===== config.mk =====
export PLATFORM = sky130hd
export DESIGN_NAME = gpio_bank_ctrl
export DESIGN_NICKNAME = d
export VERILOG_FILES = /design/src/rtl/gpio_bank_ctrl.sv
export SDC_FILE = /design/constraint.sdc
export NUM_CORES = 1
export LEC_CHECK = 0
export CORE_MARGIN = 4
export CORE_UTILIZATION = 40
export DETAILED_ROUTE_END_ITERATION = 16
export GPL_TIMING_DRIVEN = 0
export PLACE_DENSITY = 0.76
export REMOVE_ABC_BUFFERS = 1
export SLEW_MARGIN = 20
export SYNTH_ARGS = -nofsm -noshare
export SYNTH_HDL_FRONTEND = slang
export SYNTH_SLANG_ARGS = --single-unit

===== constraint.sdc =====
create_clock -name sysclk -period 1.3 [get_ports sysclk]
set_input_delay 0.325 -clock sysclk [delete_from_list [all_inputs] [get_ports sysclk]]
set_output_delay 0.325 -clock sysclk [all_outputs]
set_load 0.05 [all_outputs]

===== src/rtl/gpio_bank_ctrl.sv =====
// gpio_bank_ctrl: parametrised GPIO bank behind the PS register bridge.
// Each pin gets an input synchroniser, an optional debounce filter,
// edge-selectable sticky interrupt status (write-1-to-clear), an atomic
// output toggle, and a registered level IRQ.
//
// Ports:
//   sysclk     - system clock, rising edge
//   rst        - synchronous reset, active-high
//   reg_wr     - single-cycle write strobe
//   reg_rd     - single-cycle read strobe
//   reg_addr   - register index (0 OUT, 1 OUTEN, 2 IN, 3 IRQ_EN,
//                4 RISE_SEL, 5 FALL_SEL, 6 STATUS, 7 TOGGLE)
//   reg_wdata  - write data
//   reg_rdata  - read data, registered, valid the cycle after reg_rd
//   pin_out    - pad output values
//   pin_oe     - pad output enables, 1 = drive
//   pin_in     - raw asynchronous pad values
//   irq        - registered level interrupt
module gpio_bank_ctrl #(
    parameter int unsigned N_PINS       = 4,
    parameter int unsigned SYNC_STAGES  = 2,
    parameter int unsigned DEBOUNCE_CYC = 0
) (
    input  logic              sysclk,
    input  logic              rst,
    input  logic              reg_wr,
    input  logic              reg_rd,
    input  logic [2:0]        reg_addr,
    input  logic [31:0]       reg_wdata,
    output logic [31:0]       reg_rdata,
    output logic [N_PINS-1:0] pin_out,
    output logic [N_PINS-1:0] pin_oe,
    input  logic [N_PINS-1:0] pin_in,
    output logic              irq
);

    localparam logic [2:0] ADDR_OUT    = 3'd0;
    localparam logic [2:0] ADDR_OUTEN  = 3'd1;
    localparam logic [2:0] ADDR_IN     = 3'd2;
    localparam logic [2:0] ADDR_IRQ_EN = 3'd3;
    localparam logic [2:0] ADDR_RISE   = 3'd4;
    localparam logic [2:0] ADDR_FALL   = 3'd5;
    localparam logic [2:0] ADDR_STATUS = 3'd6;
    localparam logic [2:0] ADDR_TOGGLE = 3'd7;

    localparam int unsigned PRIME_CYC = SYNC_STAGES + 2;
    localparam int unsigned PRIME_W   = $clog2(PRIME_CYC + 1);

    logic [N_PINS-1:0] out_q, oe_q, ien_q, rsel_q, fsel_q, status_q;
    logic [N_PINS-1:0] filt_q, filt_d_q;
    logic [N_PINS-1:0] sync_q [SYNC_STAGES];
    logic [PRIME_W-1:0] prime_q;

    logic [N_PINS-1:0] wdata_c, w1c_c, s_c, rise_c, fall_c, evt_c;
    logic              primed_c;
    logic [31:0]       rd_mux_c;
    logic              unused_wdata;

    // Bits above N_PINS are not stored anywhere.
    assign unused_wdata = ^reg_wdata;
    assign wdata_c      = reg_wdata[N_PINS-1:0];
    assign w1c_c        = (reg_wr && reg_addr == ADDR_STATUS) ? wdata_c : '0;

    assign pin_out = out_q;
    assign pin_oe  = oe_q;

    // Input synchroniser chain; s_c is the last stage.
    always_ff @(posedge sysclk) begin
        if (rst) begin
            for (int i = 0; i < int'(SYNC_STAGES); i++) sync_q[i] <= '0;
        end else begin
            sync_q[0] <= pin_in;
            for (int i = 1; i < int'(SYNC_STAGES); i++) sync_q[i] <= sync_q[i-1];
        end
    end
    assign s_c = sync_q[SYNC_STAGES-1];

    // Input filter: bypass, or per-pin debounce counter.
    generate
        if (DEBOUNCE_CYC == 0) begin : g_bypass
            always_ff @(posedge sysclk) begin
                if (rst) filt_q <= '0;
                else     filt_q <= s_c;
            end
        end else begin : g_debounce
            localparam int unsigned CNT_W = $clog2(DEBOUNCE_CYC + 1);
            logic [CNT_W-1:0] cnt_q [N_PINS];

            // A change is accepted once it has differed from filt for DEBOUNCE_CYC cycles.
            always_ff @(posedge sysclk) begin
                for (int i = 0; i < int'(N_PINS); i++) begin
                    if (rst) begin
                        cnt_q[i]  <= '0;
                        filt_q[i] <= 1'b0;
                    end else if (s_c[i] == filt_q[i]) begin
                        cnt_q[i] <= '0;
                    end else if (cnt_q[i] == CNT_W'(DEBOUNCE_CYC - 1)) begin
                        filt_q[i] <= s_c[i];
                        cnt_q[i]  <= '0;
                    end else begin
                        cnt_q[i] <= cnt_q[i] + CNT_W'(1);
                    end
                end
            end
        end
    endgenerate

    // Priming window keeps pins that are already high at reset from raising events.
    always_ff @(posedge sysclk) begin
        if (rst)            prime_q <= '0;
        else if (!primed_c) prime_q <= prime_q + PRIME_W'(1);
    end
    assign primed_c = (prime_q == PRIME_W'(PRIME_CYC));

    assign rise_c = filt_q & ~filt_d_q;
    assign fall_c = ~filt_q & filt_d_q;
    assign evt_c  = primed_c ? ((rise_c & rsel_q) | (fall_c & fsel_q)) : '0;

    // Edge history, sticky status (set beats clear) and IRQ.
    always_ff @(posedge sysclk) begin
        if (rst) begin
            filt_d_q <= '0;
            status_q <= '0;
            irq      <= 1'b0;
        end else begin
            filt_d_q <= filt_q;
            status_q <= (status_q & ~w1c_c) | evt_c;
            irq      <= |(status_q & ien_q);
        end
    end

    // Control register writes.
    always_ff @(posedge sysclk) begin
        if (rst) begin
            out_q  <= '0;
            oe_q   <= '0;
            ien_q  <= '0;
            rsel_q <= '0;
            fsel_q <= '0;
        end else if (reg_wr) begin
            case (reg_addr)
                ADDR_OUT:    out_q  <= wdata_c;
                ADDR_OUTEN:  oe_q   <= wdata_c;
                ADDR_IRQ_EN: ien_q  <= wdata_c;
                ADDR_RISE:   rsel_q <= wdata_c;
                ADDR_FALL:   fsel_q <= wdata_c;
                ADDR_TOGGLE: out_q  <= out_q ^ wdata_c;
                default:     ;
            endcase
        end
    end

    // Read mux sees pre-write register values.
    always_comb begin
        rd_mux_c = '0;
        case (reg_addr)
            ADDR_OUT:    rd_mux_c = 32'(out_q);
            ADDR_OUTEN:  rd_mux_c = 32'(oe_q);
            ADDR_IN:     rd_mux_c = 32'(filt_q);
            ADDR_IRQ_EN: rd_mux_c = 32'(ien_q);
            ADDR_RISE:   rd_mux_c = 32'(rsel_q);
            ADDR_FALL:   rd_mux_c = 32'(fsel_q);
            ADDR_STATUS: rd_mux_c = 32'(status_q);
            default:     rd_mux_c = '0;
        endcase
    end

    always_ff @(posedge sysclk) begin
        if (rst)         reg_rdata <= '0;
        else if (reg_rd) reg_rdata <= rd_mux_c;
    end

endmodule


==> metrics.log <==
INFO  metric wl_per_cell = 12.66 microns
INFO  metric preCtsSetupSlack = -1139 ps
INFO  metric critPathRequiredTime = 980 ps
INFO  metric cp_data_arrival_time = 920 ps
INFO  metric boundaryPins = 84
INFO  metric period_share = 95.72%
INFO  metric crit_path_max_incr_delay = 370 ps
INFO  metric cp_num_buf_inv = 1
INFO  metric die-area = 0.006985 sq mm
INFO  metric synthesis.area = 0.002285 sq mm
INFO  metric layout-area-overhead-vs-synth = 12.43%
INFO  metric detailedRoute.firstPassIterationCount = 4
INFO  metric placed_cell_area = 0.002489 sq mm
INFO  metric pwr_density_cell = 1141 mW/mm^2
INFO  metric worstSetupEndpointType = primary output
INFO  metric total_leakage_power = 1.058 nW
INFO  metric crit_path_top_delay_cell = dfxtp_1
INFO  metric tritoncts = done
INFO  metric floorplan.core_area = 0.005507 sq mm
INFO  metric track_usage = 13.12%
INFO  metric initial_standard_cell_utilization_of_the_core = 41.49%
INFO  metric synthCells = 248
INFO  metric ctsHtreeMaxLevel = 2
INFO  metric clk_pin_slew_worst_paths = 80 ps
INFO  metric antenna_cells = 0
INFO  metric dr_total_vias = 1664
INFO  metric place.detailed.hpwl = 3.113 mm
INFO  metric nFillCells = 558
INFO  metric fin_util = 46.65%
INFO  metric worst_clock_skew = 8.594 ps
INFO  metric fmax = 0.8036 GHz
INFO  metric clockBufferDepth = 2
INFO  metric slew_violations = 0
INFO  metric total_power = 2.930 mW
INFO  metric synth_cell_types = 38
INFO  metric yosys_reg_bits = 48
INFO  metric drive_above_1_share = 15.75%
INFO  metric first_iter_violations = 84
INFO  metric cp_cell_sequence = clkbuf_4
INFO  metric die_width = 83.58 microns
INFO  metric final_cell_area = 0.002569 sq mm
INFO  metric async_flop_share = 0%
INFO  metric cts.sink_count = 48
INFO  metric synth_flop_cell = dfxtp_1
INFO  metric minimum_clock_period_after_layout = 1244 ps
INFO  metric vias_per_cell = 4.823
INFO  metric timing_worst_setup_path_type = flip-flop to primary output
INFO  metric number_of_antenna_violations_at_the_first_check_in_global_routing = 0
INFO  metric synth-edff-count = 0
INFO  metric peakVddDrop = 0.6198 mV
INFO  metric cap_violations = 0
INFO  metric die_height = 83.58 microns
INFO  metric cts_hold_buf = 0
INFO  metric path_max_fanout = 3
INFO  metric multi_input_area = 0.001160 sq mm
INFO  metric cts-root-buf = clkbuf_8
INFO  metric run_status = completed
INFO  metric synth.avg_cell_area = 9.212 sq um
INFO  metric synth_sequential_area_ratio = 42.06%
INFO  metric insertion_delay_to_the_later_sink_of_the_worst_skew_pair = 300 ps
INFO  metric rsz0062_at_grt = false
INFO  metric detail-route-antenna-nets = 0
INFO  metric number_of_buffers_inserted_during_clock_tree_synthesis = 5
INFO  metric critical_path.startpoint_type = flip-flop
INFO  metric setup_violations = 0
INFO  metric holdCritPathClass = flip-flop to flip-flop
INFO  metric cp_delay_by_family_top = flip-flops
INFO  metric synth.yosys.warnings = 0
INFO  metric worst_slack = 55.58 ps
INFO  metric grt_remaining_overflow = 0
INFO  metric hold_violations = 0
INFO  metric vias_in_the_first_global_route = 1596
INFO  metric num_rows = 27
INFO  metric grt_start_max_net_pins = 27
INFO  metric final_net_count = 317
INFO  metric area.sequential = 964.7 sq um
INFO  metric remaining_routing_drc_violations = 0
INFO  metric io_buffer_count = 27
INFO  metric global_route_wire_length_before_repair = 7.410 mm
INFO  metric routabilityCongestion = 0.7420
INFO  metric totalWireLength = 4.368 mm
[synth_stat cells (4+ instances only)]
cell	number	share of area [%]
buf_4	30	9.9
o211ai_1	4	1.3
xnor2_1	5	1.9
nor3_1	4	0.88
a21oi_1	10	2.2
nand2_1	16	2.6
nor2b_1	17	4.7
dfxtp_1	48	42
inv_1	6	0.99
clkbuf_1	5	0.82
nand3b_1	8	2.6
mux2i_1	23	10
nor2_1	32	5.3
[sequential cells by signal (all words and copies together), names as in the netlist]
register and count:
filt_d_q 4, filt_q 4, ien_q 4, pin_out 4, irq 1, reg_rdata 4, status_q 4, pin_oe 4
prime_q 3, fsel_q 4, rsel_q 4, sync_q 8
[area by class of cell]
class,count,area share [%]
inverter,6,0.8768
timing repair buffer,30,9.401
tap,72,3.507
sequential,48,37.55
clock buffer,8,3.507
multi-input combinational,181,45.15
[worst paths after layout]
kind / endpoint / start / slack [ps] / depth (start not counted)
hold / removal: filt_q[2] / sync_q[1][2] / 440 / 1
setup / recovery: pin_out[0] / pin_out[0] / 60 / 1
setup reg to reg: reg_rdata[1] / pin_oe[1] / 80 / 4
hold reg to reg: filt_q[2] / sync_q[1][2] / 440 / 1
[cell families (layout without fill, tap and decap cells)]
logic type	Yosys count	count (layout)	synth area share, %
adder cells (fa/ha/maj)	2	2	1.095
AO/OA/AOI/OAI	30	30	9.474
other	1	28	0.1641
multiplexers	23	23	10.08
AND/OR/NAND/NOR	93	93	21.96
flip-flops	48	48	42.06
XOR/XNOR	5	5	1.917
buffers and inverters	46	44	13.25
[cells in the final DEF (no fill, tap or decap), drive strengths merged, types with 2 or more instances in the layout]
cell,Yosys,final
o221a,2,2
or2,2,2
mux2i,23,23
nand2,16,16
buf,34,15
nor2b,17,17
dfxtp,48,48
o32ai,3,3
a32o,3,3
a22oi,2,2
nor3,6,6
clkbuf,6,14
xnor2,5,5
conb,1,28
nand2b,4,4
o21ai,3,3
a31oi,2,2
a21oi,10,10
inv,6,6
nand3b,8,8
o211ai,4,4
ha,2,2
nor3b,2,2
nor2,32,32
clkdlybuf4s50,0,8
[power by group]
part | switching [mW] | internal [mW]
registers | 0.0300 | 1.52
logic | 0.357 | 0.130
clock network | 0.462 | 0.434
total | 0.850 | 2.08
[layer usage]
metal	wire, microns	part of all wire, %	track usage [%]	vias up
met5	0	0	0	-
met4	104	2.4	5.409	0
met3	319	7.3	5.232	10
met2	1992	46	20.54	47
met1	1951	45	15.99	776
li1	-	-	-	831
[through the flow]
stage	std cells	hold slack, ps	TNS, ps
floorplan	235	393.9	-244.5
global placement	334	416.4	-50570
detailed placement	335	423.1	-30220
CTS	345	436.8	0
global route	345	459.2	0
finish	345	440.5	0
[what timing repair did]
| item | CTS | global route |
|---|---|---|
| hold endpoints to repair | 0 | 0 |
| resized for setup | 88 | 15 |
| pin swaps | 1 | 2 |
| setup endpoints to repair | 41 | 28 |
| setup buffers | 2 | 0 |
Note: power is estimated with default switching activity, not from simulation.
